==> src/rtl/text_pkg.sv <==
// Shared definitions for the text writer: op codes, screen geometry and FSM states.
package text_pkg;

    localparam int          TXT_COLS   = 100;
    localparam int          TXT_ROWS   = 75;
    localparam logic [7:0]  TXT_BLANK  = 8'h20;
    localparam int          ADDR_W     = 13;

    typedef enum logic [1:0] {
        OP_SET_CURSOR = 2'b00,
        OP_PUT_CHAR   = 2'b01,
        OP_NEWLINE    = 2'b10,
        OP_CLEAR      = 2'b11
    } op_e;

    typedef enum logic {
        ST_IDLE  = 1'b0,
        ST_CLEAR = 1'b1
    } state_e;

endpackage

==> src/rtl/cursor_ctrl.sv <==
// Cursor column/row registers with advance, newline, clamped set and home,
// plus the linear char-RAM address of the current cell.
module cursor_ctrl
    import text_pkg::*;
#(
    parameter int COLS = TXT_COLS,
    parameter int ROWS = TXT_ROWS
) (
    input  logic              clk,
    input  logic              rst_n,
    input  logic              i_home,
    input  logic              i_set,
    input  logic              i_nl,
    input  logic              i_adv,
    input  logic [6:0]        i_col,
    input  logic [6:0]        i_row,
    output logic [6:0]        o_col,
    output logic [6:0]        o_row,
    output logic [ADDR_W-1:0] o_addr
);

    localparam logic [6:0]        LAST_COL = 7'(COLS - 1);
    localparam logic [6:0]        LAST_ROW = 7'(ROWS - 1);
    localparam logic [ADDR_W-1:0] W_COLS   = ADDR_W'(COLS);

    logic [6:0] r_col;
    logic [6:0] r_row;
    logic [6:0] w_col_nx;
    logic [6:0] w_row_nx;
    logic [6:0] w_row_inc;

    always_comb begin
        w_col_nx  = r_col;
        w_row_nx  = r_row;
        w_row_inc = (r_row == LAST_ROW) ? 7'd0 : r_row + 7'd1;
        if (i_home) begin
            w_col_nx = 7'd0;
            w_row_nx = 7'd0;
        end else if (i_set) begin
            w_col_nx = (i_col > LAST_COL) ? LAST_COL : i_col;
            w_row_nx = (i_row > LAST_ROW) ? LAST_ROW : i_row;
        end else if (i_nl) begin
            w_col_nx = 7'd0;
            w_row_nx = w_row_inc;
        end else if (i_adv) begin
            if (r_col == LAST_COL) begin
                w_col_nx = 7'd0;
                w_row_nx = w_row_inc;
            end else begin
                w_col_nx = r_col + 7'd1;
            end
        end
    end

    always_ff @(posedge clk or negedge rst_n) begin
        if (!rst_n) begin
            r_col <= 7'd0;
            r_row <= 7'd0;
        end else begin
            r_col <= w_col_nx;
            r_row <= w_row_nx;
        end
    end

    // Widen before multiplying so the product is never truncated to 7 bits.
    assign o_addr = {{(ADDR_W-7){1'b0}}, r_col}
                  + W_COLS * {{(ADDR_W-7){1'b0}}, r_row};
    assign o_col  = r_col;
    assign o_row  = r_row;

endmodule

==> src/rtl/text_writer.sv <==
// Turns console text commands into char-RAM write strobes; CLEAR sweeps
// every cell with the blank code while holding off new commands.
module text_writer
    import text_pkg::*;
#(
    parameter int         COLS       = TXT_COLS,
    parameter int         ROWS       = TXT_ROWS,
    parameter logic [7:0] BLANK_CHAR = TXT_BLANK
) (
    input  logic        clk,
    input  logic        reset,
    input  logic        cmd_valid,
    output logic        cmd_ready,
    input  logic [1:0]  cmd_op,
    input  logic [6:0]  cmd_col,
    input  logic [6:0]  cmd_row,
    input  logic [7:0]  cmd_char,
    output logic [12:0] address,
    output logic [8:0]  letters,
    output logic        ready,
    output logic        busy,
    output logic [6:0]  cur_col,
    output logic [6:0]  cur_row
);

    localparam logic [ADDR_W-1:0] LAST_CELL = ADDR_W'(COLS * ROWS - 1);

    state_e            r_state;
    state_e            w_state_nx;
    logic [ADDR_W-1:0] r_addr;
    logic [ADDR_W-1:0] w_addr_nx;
    logic [8:0]        r_letters;
    logic [8:0]        w_letters_nx;
    logic              r_ready;
    logic              w_ready_nx;
    logic              w_accept;
    logic              w_home;
    logic              w_set;
    logic              w_nl;
    logic              w_adv;
    logic [ADDR_W-1:0] w_cur_addr;

    cursor_ctrl #(
        .COLS (COLS),
        .ROWS (ROWS)
    ) u_cursor (
        .clk    (clk),
        .rst_n  (reset),
        .i_home (w_home),
        .i_set  (w_set),
        .i_nl   (w_nl),
        .i_adv  (w_adv),
        .i_col  (cmd_col),
        .i_row  (cmd_row),
        .o_col  (cur_col),
        .o_row  (cur_row),
        .o_addr (w_cur_addr)
    );

    assign cmd_ready = (r_state == ST_IDLE);
    assign w_accept  = cmd_valid && cmd_ready;

    always_comb begin
        w_state_nx   = r_state;
        w_addr_nx    = r_addr;
        w_letters_nx = r_letters;
        w_ready_nx   = 1'b0;
        w_home       = 1'b0;
        w_set        = 1'b0;
        w_nl         = 1'b0;
        w_adv        = 1'b0;
        unique case (r_state)
            ST_IDLE: begin
                if (w_accept) begin
                    unique case (op_e'(cmd_op))
                        OP_SET_CURSOR: w_set = 1'b1;
                        OP_NEWLINE:    w_nl  = 1'b1;
                        OP_PUT_CHAR: begin
                            w_ready_nx   = 1'b1;
                            w_addr_nx    = w_cur_addr;
                            w_letters_nx = {1'b0, cmd_char};
                            w_adv        = 1'b1;
                        end
                        OP_CLEAR: begin
                            // First blank write goes out with the state change,
                            // so busy and the strobe train line up exactly.
                            w_state_nx   = ST_CLEAR;
                            w_ready_nx   = 1'b1;
                            w_addr_nx    = '0;
                            w_letters_nx = {1'b0, BLANK_CHAR};
                        end
                    endcase
                end
            end
            ST_CLEAR: begin
                if (r_addr == LAST_CELL) begin
                    w_state_nx = ST_IDLE;
                    w_home     = 1'b1;
                end else begin
                    w_ready_nx = 1'b1;
                    w_addr_nx  = r_addr + 1'b1;
                end
            end
        endcase
    end

    always_ff @(posedge clk or negedge reset) begin
        if (!reset) begin
            r_state   <= ST_IDLE;
            r_addr    <= '0;
            r_letters <= '0;
            r_ready   <= 1'b0;
        end else begin
            r_state   <= w_state_nx;
            r_addr    <= w_addr_nx;
            r_letters <= w_letters_nx;
            r_ready   <= w_ready_nx;
        end
    end

    assign address = r_addr;
    assign letters = r_letters;
    assign ready   = r_ready;
    assign busy    = (r_state == ST_CLEAR);

endmodule

==> config.mk <==
export PLATFORM = sky130hd
export DESIGN_NAME = text_writer
export DESIGN_NICKNAME = d
export VERILOG_FILES = /design/src/rtl/text_pkg.sv /design/src/rtl/cursor_ctrl.sv /design/src/rtl/text_writer.sv
export SDC_FILE = /design/constraint.sdc
export NUM_CORES = 1
export LEC_CHECK = 0
export CORE_MARGIN = 1.5
export CORE_UTILIZATION = 45
export CTS_CLUSTER_SIZE = 16
export DETAILED_ROUTE_END_ITERATION = 8
export DONT_BUFFER_PORTS = 1
export GPL_ROUTABILITY_DRIVEN = 1
export PLACE_DENSITY_LB_ADDON = 0.12
export SLEW_MARGIN = 20
export SYNTH_ARGS = -nofsm -noshare
export SYNTH_HDL_FRONTEND = slang
export SYNTH_SLANG_ARGS = --single-unit
==> constraint.sdc <==
create_clock -name clk -period 9.5 [get_ports clk]
set_clock_uncertainty 0.1 [all_clocks]
set_input_delay 1.9 -clock clk [delete_from_list [all_inputs] [get_ports clk]]
set_output_delay 1.9 -clock clk [all_outputs]
set_load 0.03 [all_outputs]
-- After elaboration in Yosys (flattened, before gate mapping)
Index checks and enable logic that the tools add are counted.
- output and inout bits: 39
- latch bits: 0
- memories kept: 0
- memory bits (read-only): 0
- memory bits (writable): 0
- register bits after elaboration: 38
- input bits: 27
- bitwise logic cells: 1
- muxes and demuxes: 36
- reduce and logical (&&, ||, !) cells: 9
- eq/ne operators: 9
- div/mod/pow operators: 0
- $add $sub $neg: 4
- shift operators: 0
- multipliers: 1
- magnitude comparators: 2
- operators by type and width (operator ; number):
    2-to-1 mux 7 bit ; 13
    case mux 13 bit (2 select lines) ; 2
    2-to-1 mux 13 bit ; 2
    case mux 9 bit (2 select lines) ; 1
    2-to-1 mux 1 bit ; 16
    adder 7 x 1 -> 7 bit, second input constant ; 2
    == test 7 bit, second input constant ; 2
    > comparator 7 bit, second input constant ; 2
    adder 13 x 1 -> 13 bit, second input constant ; 1
    adder 7 x 13 -> 13 bit ; 1
    == test 13 bit, second input constant ; 1
    multiplier 5 x 7 -> 11 bit, first input constant ; 1
    nonzero test 4 bit ; 2
    AND reduction 3 bit ; 2
    == test 2 bit, second input constant ; 2
    case mux 1 bit (2 select lines) ; 2
    != test 3 x 1 -> 1 bit, second input constant ; 1
    == test 2 x 1 -> 1 bit, second input constant ; 1
    zero test 2 bit ; 1
    != test 2 x 1 -> 1 bit, second input constant ; 1
    != test 2 bit, second input constant ; 1
    AND reduction 2 bit ; 1
    nonzero test 2 bit ; 1
    OR reduction 2 bit ; 1
    other kinds (2) ; 2

-- Longest topological paths before layout
- depth after elaboration: 8
- depth in mapped cells: 13
- mapped depth without buffers: 13

-- Cells and area by module
Synthesis repeated with hierarchy kept, for this count alone.
- cells, all modules: 356
- area total of the unflattened synthesis: 3086.7 um2
- modules (own cells, without submodules) (module ; cells an instance ; sequential area each (um2) ; times used ; area an instance (um2)):
    cursor_ctrl ; 211 ; 350.3 ; 1 ; 1780.5
    text_writer ; 145 ; 575.6 ; 1 ; 1306.3

-- Least setup slack after synthesis
Ideal clock, no wire load.
- kind: reg2reg
- start point: register u_cursor.r_row[2], in the netlist u_cursor.o_row[2]
- end point: register r_addr[12], in the netlist address[12]
- required time: 9.270 ns
- path buffers: 0
- slack: 5.875 ns
- cell stages (with the launch flop): 13
- setup time: 0.130 ns
- data arrival time: 3.395 ns
- cells stage by stage: dfrtp_1 > inv_1 > ha_1 > inv_1 > ha_1 > fa_1 > ha_1 > or2_2 > and3_1 > o311ai_0 > nand4b_1 > xnor2_1 > o21ai_0
- word-level cells in the longest chain between the ends: 5
- ends and longest elaborated chain (item ; RTL line ; source):
    start: declaration ; cursor_ctrl.sv:27 ; logic [6:0] r_row;
    start signal: assignment ; cursor_ctrl.sv:61 ; r_row <= w_row_nx;
    multiplier 5 x 7 -> 11 bit ; cursor_ctrl.sv:67 ; + W_COLS * {{(ADDR_W-7){1'b0}}, r_row};
    adder 7 x 13 -> 13 bit ; cursor_ctrl.sv:67 ;
    case mux 13 bit (2 select lines) ; text_writer.sv:75 ; unique case (op_e'(cmd_op))
    2-to-1 mux 13 bit ; text_writer.sv:74 ; if (w_accept) begin
    case mux 13 bit (2 select lines) ; text_writer.sv:72 ; unique case (r_state)
    end signal: assignment ; text_writer.sv:115 ; r_addr <= w_addr_nx;
    end: declaration ; text_writer.sv:30 ; logic [ADDR_W-1:0] r_addr;
Every way passes these cells. The select of a mux whose other input is x is not followed.
A chain may end at the register's enable or synchronous reset.

-- Worst setup path in the final report
Same ends and word-level chain as after synthesis.

==> run metrics <==
status=finished, violations left; failing checks=design-rule violations; largest net degree at the start of global routing=38; Post-synth EDFFs=0; max-slew violation count=0; Post-DRT Antenna Nets=0; Die Span Y=about 85 um; # Post-CTS Setup Buffers=0; leading post-synthesis cells by cell area=dfrtp_1 31%, ha_1 14%, o21ai_0 4.9%; Main synth FF type=dfrtp_1; pre-CTS setup slack=5.62 ns; worst rel slew slack=50.5%; FP Rows=29; setup slack after layout=around 5.6 ns; Routed WL per cell=~17 um; Max Freq=around 260 MHz; final setup vio count=0; Tmin final=just under 4 ns; CTS Hold Bufs=0; post-synth top area cell=dfrtp_1; Peak supply drop=0.0755 mV; clk slew on worst S/H paths=0.08 ns; # nets final=407; Final Hold Vio Count=0; placed cells=a little over 400; first-pass GRT wire length=11,800 um; RSZ-0062 raised after global routing=false; ys async rst share=100%; period utilization=40.8%; Starting Density=47.2%; Inserted Diodes=0; GPL Wtd Cong=between 0.8 and 0.9; Die W=85.1 um; critical path launch point type=flop; Buf+Inv Stages, Crit Path=2; Power, Total=0.357 mW; Cell Chain, Critical Path=inv_1 -> ha_1 -> inv_1 -> ha_1 -> fa_1 -> ha_1 -> or2_2 -> and3_1 -> o311ai_0 -> nand4b_1 -> xnor2_1 -> o21ai_0; 1st-pass router iterations=6; initial antenna violation count=0; Total GRT Usage=~20%; hold crit path type=flop to flop; DR vias=around 2,600; mapped cell area=3030 um^2; CTS tree=built; cell mode on critical path=ha_1; Non-Filler Instances=422; CP max stage cell=dfrtp_1; Seq cells post-synth=37; clock sink count=37; Pwr per Cell Area=111 nW/um^2; DIE AREA=7240 um^2; Synth Net Count=just over 400; cells after synthesis=around 350; total grt overflow=0; crit path kind=flop to flop; Max stage delay on crit path=0.62 ns; DR vias/cell=6.05; Yosys Warn Count=0; CP Capture Type=flop; sequential-to-total area share from yosys stat=30.5%; leakage=1.43 nW; DRC Markers=6; area delta synth->final=6.10%; vias in the first global route=about 2,400; CP delay by family, top=adder cells; 1st-iter DRT viols=~140; worst slew pin tran=around 0.74 ns; WP data required=roughly 9.6 ns; Core ar.=6420 um^2; Final HPWL DP=between 5000 and 6000 um; Data arrival, critical path=about 4 ns; Post-Syn Area per Cell=8.74 um^2; Filler cells=631; Clock Tree Buf Depth=2; Clock Latency Late Sink=~0.29 ns; WL final=7050 um; total CTS buffers=5; top cell type's share of synthesized area=30.5%; Clock Tree Root=clkbuf_8; Netlist cell types=58; Worst Path Max Fanout=6; TNS Setup=0 ns; IO Pins=66; Resize count post-CTS=0; number of port buffers=0; max-cap violations=0; H-Tree Depth=2; layout cells sized above 1=5.22%
==> power by group <==
part | internal (mW) | total (mW) | switching, mW
clock | 0.106 | 0.168 | 0.0624
combinational | 0.00892 | 0.0182 | 0.00933
sequential | 0.160 | 0.171 | 0.0104
total | 0.275 | 0.357 | 0.0822
==> layout make-up <==
| type | count | area, um^2 | area share [%] |
|---|---|---|---|
| Inverter | 18 | 67.6 | 2.10 |
| Clock buffer | 5 | 68.8 | 2.14 |
| Tap cell | 77 | 96.3 | 2.99 |
| Clock inverter | 3 | 68.8 | 2.14 |
| Timing Repair Buffer | 1 | 7.51 | 0.233 |
| Sequential cell | 37 | 926 | 28.8 |
| Multi-Input combinational cell | 281 | 1980 | 61.6 |
==> routing by layer <==
metal	part of all wire, %	track usage, %	vias to the layer above
li1	-	-	1276
met5	0	0	-
met1	47	27.0	1193
met4	0.75	4.47	0
met2	46	32.8	77
met3	6.0	5.35	6
==> Yosys cell counts (2+ instances only) <==
cell and instances:
nor2_1 17, nand4_1 2, o21ai_0 30, buf_4 2, mux2i_1 5, nor3_1 8
a21o_1 5, o21a_1 2, fa_1 3, o31ai_1 2, xnor2_1 12, and3_1 9
ha_1 33, a211oi_1 2, nand4b_1 3, a221o_1 3, nand3_1 16, clkbuf_1 8
a32oi_1 2, o22ai_1 4, nor2b_1 4, a21oi_1 20, nand2b_1 11, o2bb2ai_1 3
or3_1 2, dfrtp_1 37, a211o_1 2, o221ai_1 3, a22oi_1 6, a221oi_1 2
nand2_1 36, xor2_1 6, nor4_1 2, inv_1 16, a32o_1 3, or2_2 4
==> flip-flops by register name, indices dropped and copies added, names as in the netlist <==
name and flops:
ready 1, u_cursor.o_row 7, busy 1, address 13, u_cursor.o_col 7, letters 8
==> layout by cell type (no fill, tap or decap), types with 11 or more instances in the layout <==
cell type,instances
a21oi_1,20
dfrtp_1,37
ha_1,33
inv_1,16
nand2_1,36
nand2b_1,11
nand3_1,16
nor2_1,17
o21ai_0,30
xnor2_1,12
==> final timing paths <==
kind | startpoint | endpoint | slack, ns | cells after the start
setup reg to reg | u_cursor.o_row[2] | address[12] | 5.63 | 12
setup / recovery | u_cursor.o_row[2] | address[12] | 5.63 | 12
hold reg to reg | letters[1] | letters[1] | 0.59 | 2
min in group asynchronous | reset | letters[0] | 1.19 | 0
hold / removal | letters[1] | letters[1] | 0.59 | 2
max in group asynchronous | reset | u_cursor.o_row[4] | 8.02 | 0
==> kinds of logic after synthesis <==
kind of cell	synth area share, %
compound gates	21.6
simple gates	20.8
buf+inv	4.08
fa+ha+maj	15.6
xor+xnor	5.20
mux	2.02
other cells	0.124
flops	30.5
==> worst min-delay path, cell delays in order, from the launching register on <==
cell     delay (ns)
dfrtp_1        0.49
nand2_1        0.09
o21ai_0        0.07
==> metrics by stage <==
| stage | util (%) | instance area [um^2] | hold WS, ns |
|---|---|---|---|
| 2_1_floorplan | - | 3030 | 0.558 |
| 3_3_place_gp | 48.0 | 3080 | 0.578 |
| 3_5_place_dp | 48.0 | 3080 | 0.587 |
| 4_1_cts | 50.1 | 3220 | 0.600 |
| 5_1_grt | 50.1 | 3220 | 0.624 |
| 6_report | 50.1 | 3220 | 0.594 |
(Power assumes the default switching activity.)
